<file path="src/rtl/uart_tx_word.sv">
// Word-wide 8N1 UART transmitter: sends NBYTES bytes LSB byte first, pausing
// between bytes while XOFF is in effect.
module uart_tx_word #(
    parameter int CLKS_PER_BIT = 104,
    parameter int NBYTES       = 4
) (
    input  logic                  clk_i,
    input  logic                  rst_i,
    input  logic [8*NBYTES-1:0]   data_i,
    input  logic                  stb_i,
    input  logic                  xon_i,
    input  logic                  xoff_i,
    output logic                  rdy_o,
    output logic                  tx_o
);

    localparam int BW = (CLKS_PER_BIT > 1) ? $clog2(CLKS_PER_BIT) : 1;
    localparam int YW = (NBYTES > 1) ? $clog2(NBYTES) : 1;
    localparam logic [BW-1:0] BAUD_LAST = BW'(CLKS_PER_BIT - 1);
    localparam logic [YW-1:0] BYTE_LAST = YW'(NBYTES - 1);

    typedef enum logic [2:0] {
        S_IDLE,
        S_START,
        S_DATA,
        S_STOP,
        S_HOLD
    } state_t;

    state_t                r_state;
    logic [BW-1:0]         r_baud;
    logic [2:0]            r_bit_cnt;
    logic [YW-1:0]         r_byte_cnt;
    logic [8*NBYTES-1:0]   r_shift;
    logic                  r_paused;
    logic                  r_rdy;
    logic                  r_tx;

    state_t                w_state_next;
    logic [BW-1:0]         w_baud_next;
    logic [2:0]            w_bit_cnt_next;
    logic [YW-1:0]         w_byte_cnt_next;
    logic [8*NBYTES-1:0]   w_shift_next;
    logic                  w_paused_next;
    logic                  w_tx_next;
    logic                  w_rdy_next;
    logic                  w_bit_end;
    logic                  w_accept;

    assign w_bit_end = (r_baud == BAUD_LAST);
    assign w_accept  = stb_i && r_rdy;

    always_comb begin
        w_state_next    = r_state;
        w_baud_next     = w_bit_end ? '0 : r_baud + 1'b1;
        w_bit_cnt_next  = r_bit_cnt;
        w_byte_cnt_next = r_byte_cnt;
        w_shift_next    = r_shift;
        w_paused_next   = xoff_i ? 1'b1 : (xon_i ? 1'b0 : r_paused);

        case (r_state)
            S_IDLE: begin
                w_baud_next = '0;
                if (w_accept) begin
                    w_state_next    = S_START;
                    w_shift_next    = data_i;
                    w_byte_cnt_next = '0;
                end
            end
            S_START: begin
                if (w_bit_end) begin
                    w_state_next   = S_DATA;
                    w_bit_cnt_next = '0;
                end
            end
            S_DATA: begin
                // The whole word shifts, so the next byte lands in [7:0] after 8 bits.
                if (w_bit_end) begin
                    w_shift_next   = r_shift >> 1;
                    w_bit_cnt_next = r_bit_cnt + 3'd1;
                    if (r_bit_cnt == 3'd7) begin
                        w_state_next = S_STOP;
                    end
                end
            end
            S_STOP: begin
                if (w_bit_end) begin
                    if (r_byte_cnt == BYTE_LAST) begin
                        w_state_next = S_IDLE;
                    end else begin
                        w_byte_cnt_next = r_byte_cnt + 1'b1;
                        w_state_next    = r_paused ? S_HOLD : S_START;
                    end
                end
            end
            S_HOLD: begin
                w_baud_next = '0;
                if (!r_paused) begin
                    w_state_next = S_START;
                end
            end
            default: begin
                w_state_next = S_IDLE;
                w_baud_next  = '0;
            end
        endcase

        case (w_state_next)
            S_START: w_tx_next = 1'b0;
            S_DATA:  w_tx_next = w_shift_next[0];
            default: w_tx_next = 1'b1;
        endcase

        w_rdy_next = (w_state_next == S_IDLE) && !w_paused_next;
    end

    always_ff @(posedge clk_i) begin
        if (rst_i) begin
            r_state    <= S_IDLE;
            r_baud     <= '0;
            r_bit_cnt  <= '0;
            r_byte_cnt <= '0;
            r_shift    <= '0;
            r_paused   <= 1'b0;
            r_rdy      <= 1'b1;
            r_tx       <= 1'b1;
        end else begin
            r_state    <= w_state_next;
            r_baud     <= w_baud_next;
            r_bit_cnt  <= w_bit_cnt_next;
            r_byte_cnt <= w_byte_cnt_next;
            r_shift    <= w_shift_next;
            r_paused   <= w_paused_next;
            r_rdy      <= w_rdy_next;
            r_tx       <= w_tx_next;
        end
    end

    assign rdy_o = r_rdy;
    assign tx_o  = r_tx;

endmodule

</file>
<file path="config.mk">
export PLATFORM = sky130hd
export DESIGN_NAME = uart_tx_word
export DESIGN_NICKNAME = d
export VERILOG_FILES = /design/src/rtl/uart_tx_word.sv
export SDC_FILE = /design/constraint.sdc
export NUM_CORES = 1
export LEC_CHECK = 0
export CORE_MARGIN = 4
export CORE_UTILIZATION = 45
export CTS_CLUSTER_DIAMETER = 50
export CTS_CLUSTER_SIZE = 28
export DETAILED_ROUTE_END_ITERATION = 8
export PLACE_DENSITY = 0.73
export SLEW_MARGIN = 20
export SYNTH_ARGS = -nofsm -noshare
export SYNTH_HDL_FRONTEND = slang
export SYNTH_SLANG_ARGS = --single-unit
</file>
<file path="constraint.sdc">
create_clock -name clk_i -period 1.81 [get_ports clk_i]
set_input_delay 0.181 -clock clk_i [delete_from_list [all_inputs] [get_ports clk_i]]
set_output_delay 0.181 -clock clk_i [all_outputs]
set_load 0.1 [all_outputs]
</file>
### Word level (Yosys, flattened, before mapping)

Index checks and enable logic that the tools add are counted.

| word-level totals | value |
|---|---|
| register bits after elaboration | 50 |
| input bits | 37 |
| output and inout bits | 2 |
| word-level logic and storage cells | 62 |

| cells by class | value |
|---|---|
| $add $sub $neg | 3 |
| equality and inequality tests | 14 |
| multiplexer cells | 22 |
| bitwise gates (word level) | 1 |
| reductions and logical operators | 13 |

Operator list:

| cell | count |
|---|---|
| $mux W32 | 2 |
| $pmux W32 S2 | 1 |
| $mux W3 | 10 |
| $pmux W3 S5 | 1 |
| $ne A2 B2 Y1 const B | 5 |
| $eq A3 B2 Y1 const B | 3 |
| $add A7 B1 Y7 const B | 1 |
| $eq A7 B7 Y1 const B | 1 |
| $eq A3 B1 Y1 const B | 2 |
| $eq A3 B3 Y1 const B | 2 |
| $logic_not A3 Y1 | 2 |
| $mux W2 | 3 |
| $pmux W3 S2 | 1 |
| $reduce_and A3 Y1 | 2 |
| $reduce_bool A2 Y1 | 3 |
| $reduce_or A3 Y1 | 2 |
| $pmux W2 S2 | 1 |
| $reduce_and A4 Y1 | 1 |
| $add A3 B1 Y3 const B | 1 |
| $add A2 B1 Y2 const B | 1 |
| $eq A2 B2 Y1 const B | 1 |
| $logic_and A1 B1 Y1 | 2 |
| $mux W1 | 2 |
| $pmux W1 S2 | 1 |
| other kinds (2) | 2 |

### Logic depth before layout (Yosys ltp)

| depth | value |
|---|---|
| depth in word-level cells | 6 |
| mapped depth | 8 |
| gate-level depth less buffers | 6 |

### Least setup slack after synthesis

Ideal clock, no wire load.

| timing | value |
|---|---|
| kind | register -> register |
| from | register r_rdy, in the netlist rdy_o |
| to | register r_tx, in the netlist tx_o |
| library setup time | 116 ps |
| arrival | 2269 ps |
| required time | 1694 ps |
| path slack | -575 ps |
| cell stages (with the launch flop) | 6 |
| path buffers | 0 |
| period minus slack after synthesis | 2385 ps |
| path through | dfxtp_1 > nand2_1 > a211o_1 > a22o_1 > or4_1 > a31o_1 |

| on the way | value |
|---|---|
| cells in the longest elaborated chain, start to end | 5 |
| elaborated cells on any way between the ends | 8 |
| those cells by class | 2 x eq/ne; 5 x mux; 1 x reduce/logical |

RTL lines:

| what | RTL line | source |
|---|---|---|
| from (decl) | 36 | `logic r_rdy;` |
| from (signal assigned) | 134 | `r_rdy <= w_rdy_next;` |
| $logic_and A1 B1 Y1 * | 51 | `assign w_accept = stb_i && r_rdy;` |
| $mux W3 | 64 | `if (w_accept) begin` |
| $pmux W3 S5 | 61 | `case (r_state)` |
| $eq A3 B2 Y1 or $eq A3 B1 Y1 (tied branches) | 108 | `case (w_state_next)` |
| $pmux W1 S2 * | 108 |  |
| to (signal assigned) | 135 | `r_tx <= w_tx_next;` |
| to (decl) | 37 | `logic r_tx;` |

Mark *: on every way between the ends. The rest lies on a longest branch, timed or not. The select of a mux whose other input is x is not followed.
A chain may end at the register's enable or synchronous reset.

### Worst setup path after layout

| timing | value |
|---|---|
| from | register r_bit_cnt[0] |
| to | register r_tx, in the netlist tx_o |

| on the way | value |
|---|---|
| cells in the longest elaborated chain, start to end | 6 |
| elaborated cells on any way between the ends | 7 |
| those cells by class | 3 x eq/ne; 4 x mux |

RTL lines:

| what | RTL line | source |
|---|---|---|
| from (decl) | 32 | `logic [2:0] r_bit_cnt;` |
| from (signal assigned) | 130 | `r_bit_cnt <= w_bit_cnt_next;` |
| $eq A3 B3 Y1 * | 81 | `if (r_bit_cnt == 3'd7) begin` |
| $mux W3 * | 81 |  |
| $mux W3 * | 78 | `if (w_bit_end) begin` |
| $pmux W3 S5 * | 61 |  |
| $eq A3 B2 Y1 or $eq A3 B1 Y1 (tied branches) | 108 |  |
| $pmux W1 S2 * | 108 |  |

Mark *: on every way between the ends. The rest lies on a longest branch, timed or not.

==> flow_summary.ini <==
[run_status]
status = finished, final reports clean

[worst_setup_path]
worst-path-buf-inv = 0
endpoint_kind = register
path_cells = ha_1, ha_2, a311oi_2, a31oi_1, or4_1, a31o_1
crit_end = tx_o
rrSetupSlack_ns = 0.01
critPathArrivalTime_ns = 2.00
rr_startpoint = r_bit_cnt[0]
cpPeakStageDelay_ns = 0.50
startpoint = r_bit_cnt[0]
r2r_cells = 6
cp-start-kind = register
r2r-end = tx_o
cp.depth = 6
crit_type = reg -> reg
critPathTopFamily = compound AO/OA/AOI/OAI gates
cp_slowest_cell = or4_1
required_ns = 2.01
crit_fanout = 2

[logic_synthesis]
synth_cell_types = 41
ys_top_cells_by_area = dfxtp_1, a22oi_1, a21oi_1
synth-edff-count = 0
yosysSeqAreaShare_pct = 45.56
syn_nets = 301
synth-main-ff-cell = dfxtp_1
yosysTopAreaCellShare_pct = 45.56
synth.most_common_cell = dfxtp_1
yosys.area.top_type = dfxtp_1
yosys-top-cells-count = dfxtp_1, nand2_1, a21oi_1
netlist_instances = 260
ys_ff_latch = 50
synth_warnings = 0
async_reset_ff_share_pct = 0
netlist_area_um2 = 2197
avgSynthCellArea_um2 = 8.450

[power_and_ir_drop]
p_leak_nw = 1.009
ir_drop_mv = 0.4453
power.total_mw = 2.142
powerDensity_nw_per_um2 = 740.7

[sta]
slew_headroom_pct = 75.99
maxSlewViolCount = 0
fin_skew_ns = 0.009100
finalHoldViolCount = 0
worstMarginPinSlew_ns = 0.3588
setup_viol = 0
min_period_ns = 1.797
rsz0062_at_grt = true
tns_ns = 0
finalCritPeriodShare_pct = 99.27
max_freq_ghz = 0.5565

[floorplanning]
fp-row-count = 25
initial_core_util_pct = 46.52
io_pins = 39
core_area_um2 = 4723
die-area_um2 = 6065
fp.dieH_um = 77.88
die_w_um = 77.88

[cts]
post_cts_buffers = 0
cts_tree = yes
clockRootBuffer = clkbuf_8
clockBufferDepth = 2
clk_pin_slew_ns = 0.09
clock_sinks = 50
cts_made_buffers = 5
cts_htree_levels = 2
clock_latency_ns = 0.30

[global_route]
overflow = 0
grt_max_degree = 33
antenna_found_initial = 0
grt_pass1_wl_mm = 8.121
track_usage_pct = 16.38
grt_pass1_vias = 1768

[detailed_routing]
wl_per_cell_um = 12.94
dr_total_vias = 1995
drt_wl_total_mm = 4.799
drt_iter0_drc = 175
ant_nets = 0
dr.pass1.iters = 4
viasPerCell = 5.377
drc = 0

[placement]
postPlaceCellArea_um2 = 2754
hpwlAfterDp_mm = 3.425
portBuffers = 38
place_congestion = 0.8393

[cells_and_area]
fill_cells = 409
diodes = 0
nNetsFinal = 344
stdcell_area_um2 = 2892
drive_above_1_share_pct = 12.83
multi_input_area_um2 = 1151
seqCellArea_um2 = 1006
areaGrowthSynthToFinish_pct = 31.61

[hold_path]
holdPathStages = 2
min_path_type = reg -> reg

[job]
drv_cap = 0
[layer usage]
| layer | wire (um) | track usage [%] | vias to the layer above | part of all wire, % |
|---|---|---|---|---|
| met5 | 0 | 0 | - | 0 |
| met4 | 59 | 5.872 | 0 | 1.2 |
| met3 | 248 | 3.828 | 5 | 5.2 |
| met2 | 2182 | 25.43 | 46 | 45 |
| met1 | 2308 | 22.10 | 929 | 48 |
| li1 | - | - | 1015 | - |
[through the flow]
stage,worst slack (ns),util (%),hold WS (ns),cells
detailed placement,-0.1481,58.30,0.4427,363
CTS,0.003197,60.40,0.4562,371
floorplan,-0.03825,-,0.3094,260
global placement,-0.1048,58.30,0.4377,363
finish,0.01318,61.22,0.4533,371
global route,-0.05640,61.22,0.4675,371
[placed cells by master, fill, tap and decap left out, drive strengths merged]
cell           count
dfxtp             50
nand2             40
clkdlybuf4s50     36
a21oi             34
a22oi             33
nor2              23
buf               20
clkbuf             6
nand2b             4
inv                4
nand3              4
o21ai              4
ha                 4
nor2b              3
xnor2              3
o211ai             3
a21o               3
nor3b              3
a211o              2
a31oi              2
xor2               2
clkinvlp           2
and3               2
a311oi             2
nor4               1
and3b              1
and2               1
nor3               1
a32oi              1
or3                1
or2                1
a22o               1
mux2i              1
mux2               1
o221a              1
a211oi             1
a41o               1
or4                1
a31o               1
[how the worst min path moves through the flow]
stage / from / end / slack [ns]
after global placement: r_shift[2] / r_shift[2] / 0.44
after detailed placement: r_shift[22] / r_shift[22] / 0.44
after CTS: r_shift[22] / r_shift[22] / 0.46
final: r_shift[22] / r_shift[22] / 0.45
after floorplan: xoff_i / r_paused / 0.31
after global routing: r_shift[22] / r_shift[22] / 0.47
[worst min-delay path: cells and delay by family (launching register included)]
kind | cells | cell delay [ns]
AO/OA/AOI/OAI | 1 | 0.05
flip-flops | 1 | 0.32
AND/OR/NAND/NOR | 1 | 0.05
[sequential cells by signal, indices dropped and copies added, names as in the netlist]
register    count
r_shift        32
r_state         3
rdy_o           1
r_byte_cnt      2
tx_o            1
r_bit_cnt       3
r_paused        1
r_baud          7
[logic make-up after synthesis]
| family | after synthesis | synth area share, % |
|---|---|---|
| flops | 50 | 45.56 |
| buf+inv | 24 | 4.954 |
| simple gates | 86 | 17.60 |
| fa+ha+maj | 4 | 2.278 |
| compound gates | 89 | 26.65 |
| mux | 2 | 0.9681 |
| xor+xnor | 5 | 1.994 |
[cell type report]
cell class	instances	share of cell area (%)
Inverter	4	0.5193
Tap cell	67	2.899
Timing Repair Buffer	56	18.95
Clock inverter	2	0.5193
Multi-Input combinational cell	186	39.81
Sequential cell	50	34.79
Clock buffer	6	2.510
[power by group]
group          switching, mW  internal [mW]  total [mW]
logic                  0.157          0.165       0.322
clock network          0.362          0.273       0.634
registers             0.0332           1.15        1.19
total                  0.551           1.59        2.14
[repair_timing]
item	4_1_cts	5_1_grt
pin swaps	1	0
setup endpoints to repair	1	30
resized for setup	3	7
hold buffers	0	0
gates cloned	0	0
(Power assumes the default switching activity.)
==> edit (same flow settings) <==
Take the reset off `r_shift` and load it in a clocked block of its own.
--- a/src/rtl/uart_tx_word.sv
+++ b/src/rtl/uart_tx_word.sv
@@ -120,7 +120,6 @@
             r_baud     <= '0;
             r_bit_cnt  <= '0;
             r_byte_cnt <= '0;
-            r_shift    <= '0;
             r_paused   <= 1'b0;
             r_rdy      <= 1'b1;
             r_tx       <= 1'b1;
@@ -129,11 +128,14 @@
             r_baud     <= w_baud_next;
             r_bit_cnt  <= w_bit_cnt_next;
             r_byte_cnt <= w_byte_cnt_next;
-            r_shift    <= w_shift_next;
             r_paused   <= w_paused_next;
             r_rdy      <= w_rdy_next;
             r_tx       <= w_tx_next;
         end
+    end
+
+    always_ff @(posedge clk_i) begin
+        r_shift <= w_shift_next;
     end
 
     assign rdy_o = r_rdy;
Formal check against the unedited RTL: no difference found for any inputs over 10 cycles, from zero or initial values and one cycle with rst_i high; that may be too few to reach the edited logic, so the function may still have changed.
==> edit against the unedited design <==
The flow now finishes with violations (negative setup slack). Synthesized area increased by 2.6%. Sequential power increased by 11%. Largest power group unchanged. Power increased by 4.3%. Sequential cell count unchanged. Routed wire length decreased by 5.5%. Sequential share of layout area increased by 9.2 points. Setup slack got worse by 0.033 ns. Clock skew decreased by 0.00094 ns. Global-route usage decreased by 1.7 points. Design area increased by 3.8%.
==> edit: results (changes against the unedited design) <==
| Metric | Value |
|---|---|
| Outcome | `finished, violations left` |
| Failing checks | `negative setup slack` |
| Slew Viols, Final | `0 (unchanged)` |
| Final setup fails | `1 (+1)` |
| Pin count of the biggest net entering global routing | `25 (-24%)` |
| Multi-input gate area | `940 sq um (-18%)` |
| Clk buf depth | `2 (unchanged)` |
| Worst-margin pin slew | `0.313 ns (-0.0456 ns)` |
| Commonest cells post-synth | `31 x edfxtp_1, 30 x a22o_1, 19 x dfxtp_1, 19 x nor2_1, 6 x clkbuf_1` |
| Synth Warn # | `0 (unchanged)` |
| First-pass GRT wire length | `7.04 mm (-13%)` |
| DP Wirelength | `3.18 mm (-7.2%)` |
| Clock buf count | `7 (+1)` |
| Peak supply drop | `412 uV (-7.5%)` |
| DR iter-0 viols | `69 (-61%)` |
| Antenna diodes | `0 (unchanged)` |
| Max Cap Viol | `0 (unchanged)` |
| Register area share after synthesis | `58.2% (+13 points)` |
| Leak Pwr | `0.00107 uW (+6.3%)` |
| Seq cells | `50 (unchanged)` |
| Placement Setup Slack | `-0.0310 ns (+0.117 ns)` |
| Worst EP arrival | `2.02 ns (+0.02 ns)` |
| Vias in the first global route | `1573 (-11%)` |
| Post-synth EDFFs | `31 (+31)` |
| Clk_skew | `0.00816 ns (-0.000945 ns)` |
| Top cells by area, synth | `edfxtp_1 41%, dfxtp_1 17%, a22o_1 12%` |
| Placer congestion estimate | `0.804 (-4.2%)` |
| Non-Clock Buffer Count | `59 (+5.4%)` |
| CTS resizes | `2 (-1)` |
| Ys flop type | `edfxtp_1` |
| Post-synth cell types | `45 (+9.8%)` |
| Share of cells above drive strength 1 | `21.0% (+8.2 points)` |
| Logic inverters | `5 (+1)` |
| Switch Pwr | `504 uW (-8.6%)` |
| CP max-delay cell | `or3b_4` |
| Seq/total area | `44.0% (+9.2 points)` |
| Combinational power | `311 uW (-3%)` |
| Net count, final | `283 (-18%)` |
| Post-route worst setup slack | `-0.0194 ns (-0.0326 ns)` |
| Total wire length | `4.54 mm (-5.5%)` |
| Synth async-reset ratio | `0% (unchanged)` |
| Syn_nets | `228 (-24%)` |
| Largest regs | `r_shift (32), r_baud (7)` |
| CP max stage delay | `0.38 ns (-0.12 ns)` |
| Clock-cell share | `2.67% (-0.36 points)` |
| Via count | `1653 (-17%)` |
| All-Layer GR Usage | `14.7% (-1.7 points)` |
| Critical path's top delay family | `simple AND/OR/NAND/NOR gates` |
| Comb_multi_in | `121 (-35%)` |
| Data buffer area share | `18.6% (-0.35 points)` |
| Clock Power Share | `27.0% (-2.6 points)` |
| Filler cells | `386 (-5.6%)` |
==> edit: cell count changes after synthesis, moves of 6 or more <==
cell	change
nand2_1	-35
a22oi_1	-30
dfxtp_1	-31
a22o_1	+29
edfxtp_1	+31
a21oi_1	-30
clkbuf_1	-6
==> edit: worst reg2reg max path: cells and delay by family, from the launching register on <==
kind	cells	cell delay, ns
compound gates	3	0.50
fa+ha+maj	1	0.15
simple gates	2	0.74
flops	1	0.34
==> edit: through the flow <==
step	area [sq um]	instances	setup TNS, ns	total power [uW]
final	3000	310	-0.0194	2230
after floorplan	2280	187	-0.0357	1500
after global routing	3000	310	-0.104	2330
after global placement	2870	302	-0.00328	1650
after CTS	2970	310	-0.0248	2270
after detailed placement	2870	302	-0.0310	1650
==> edit: cells by family (layout without fill, tap and decap cells) <==
family / after synthesis / in the layout / synth area share [%]
adders and majority gates: 4 / 4 / 2.22
muxes: 2 / 2 / 0.944
xor gates and xnor gates: 5 / 5 / 1.94
and+or+nand+nor: 57 / 57 / 14.4
AOI/OAI and AO/OA: 53 / 53 / 19.0
buffers and inverters: 16 / 72 / 3.33
DFF: 50 / 50 / 58.2
==> edit: worst paths after layout <==
check             cells after the start                   end  slack [ns]                       start
setup / recovery                      6       tx_o$_SDFF_PP1_       -0.02  r_byte_cnt[0]$_SDFFE_PP0P_
hold / removal                        1  r_baud[0]$_SDFF_PP0_        0.42        r_baud[0]$_SDFF_PP0_
setup reg to reg                      6       tx_o$_SDFF_PP1_       -0.02  r_byte_cnt[0]$_SDFFE_PP0P_
hold reg to reg                       1  r_baud[0]$_SDFF_PP0_        0.42        r_baud[0]$_SDFF_PP0_
==> edit: layer usage <==
metal	vias up	track usage (%)	wire (um)
li1	820	-	-
met1	793	18.2	2090
met2	32	24.8	2210
met3	8	3.17	156
met4	0	6.12	73
met5	-	0	0
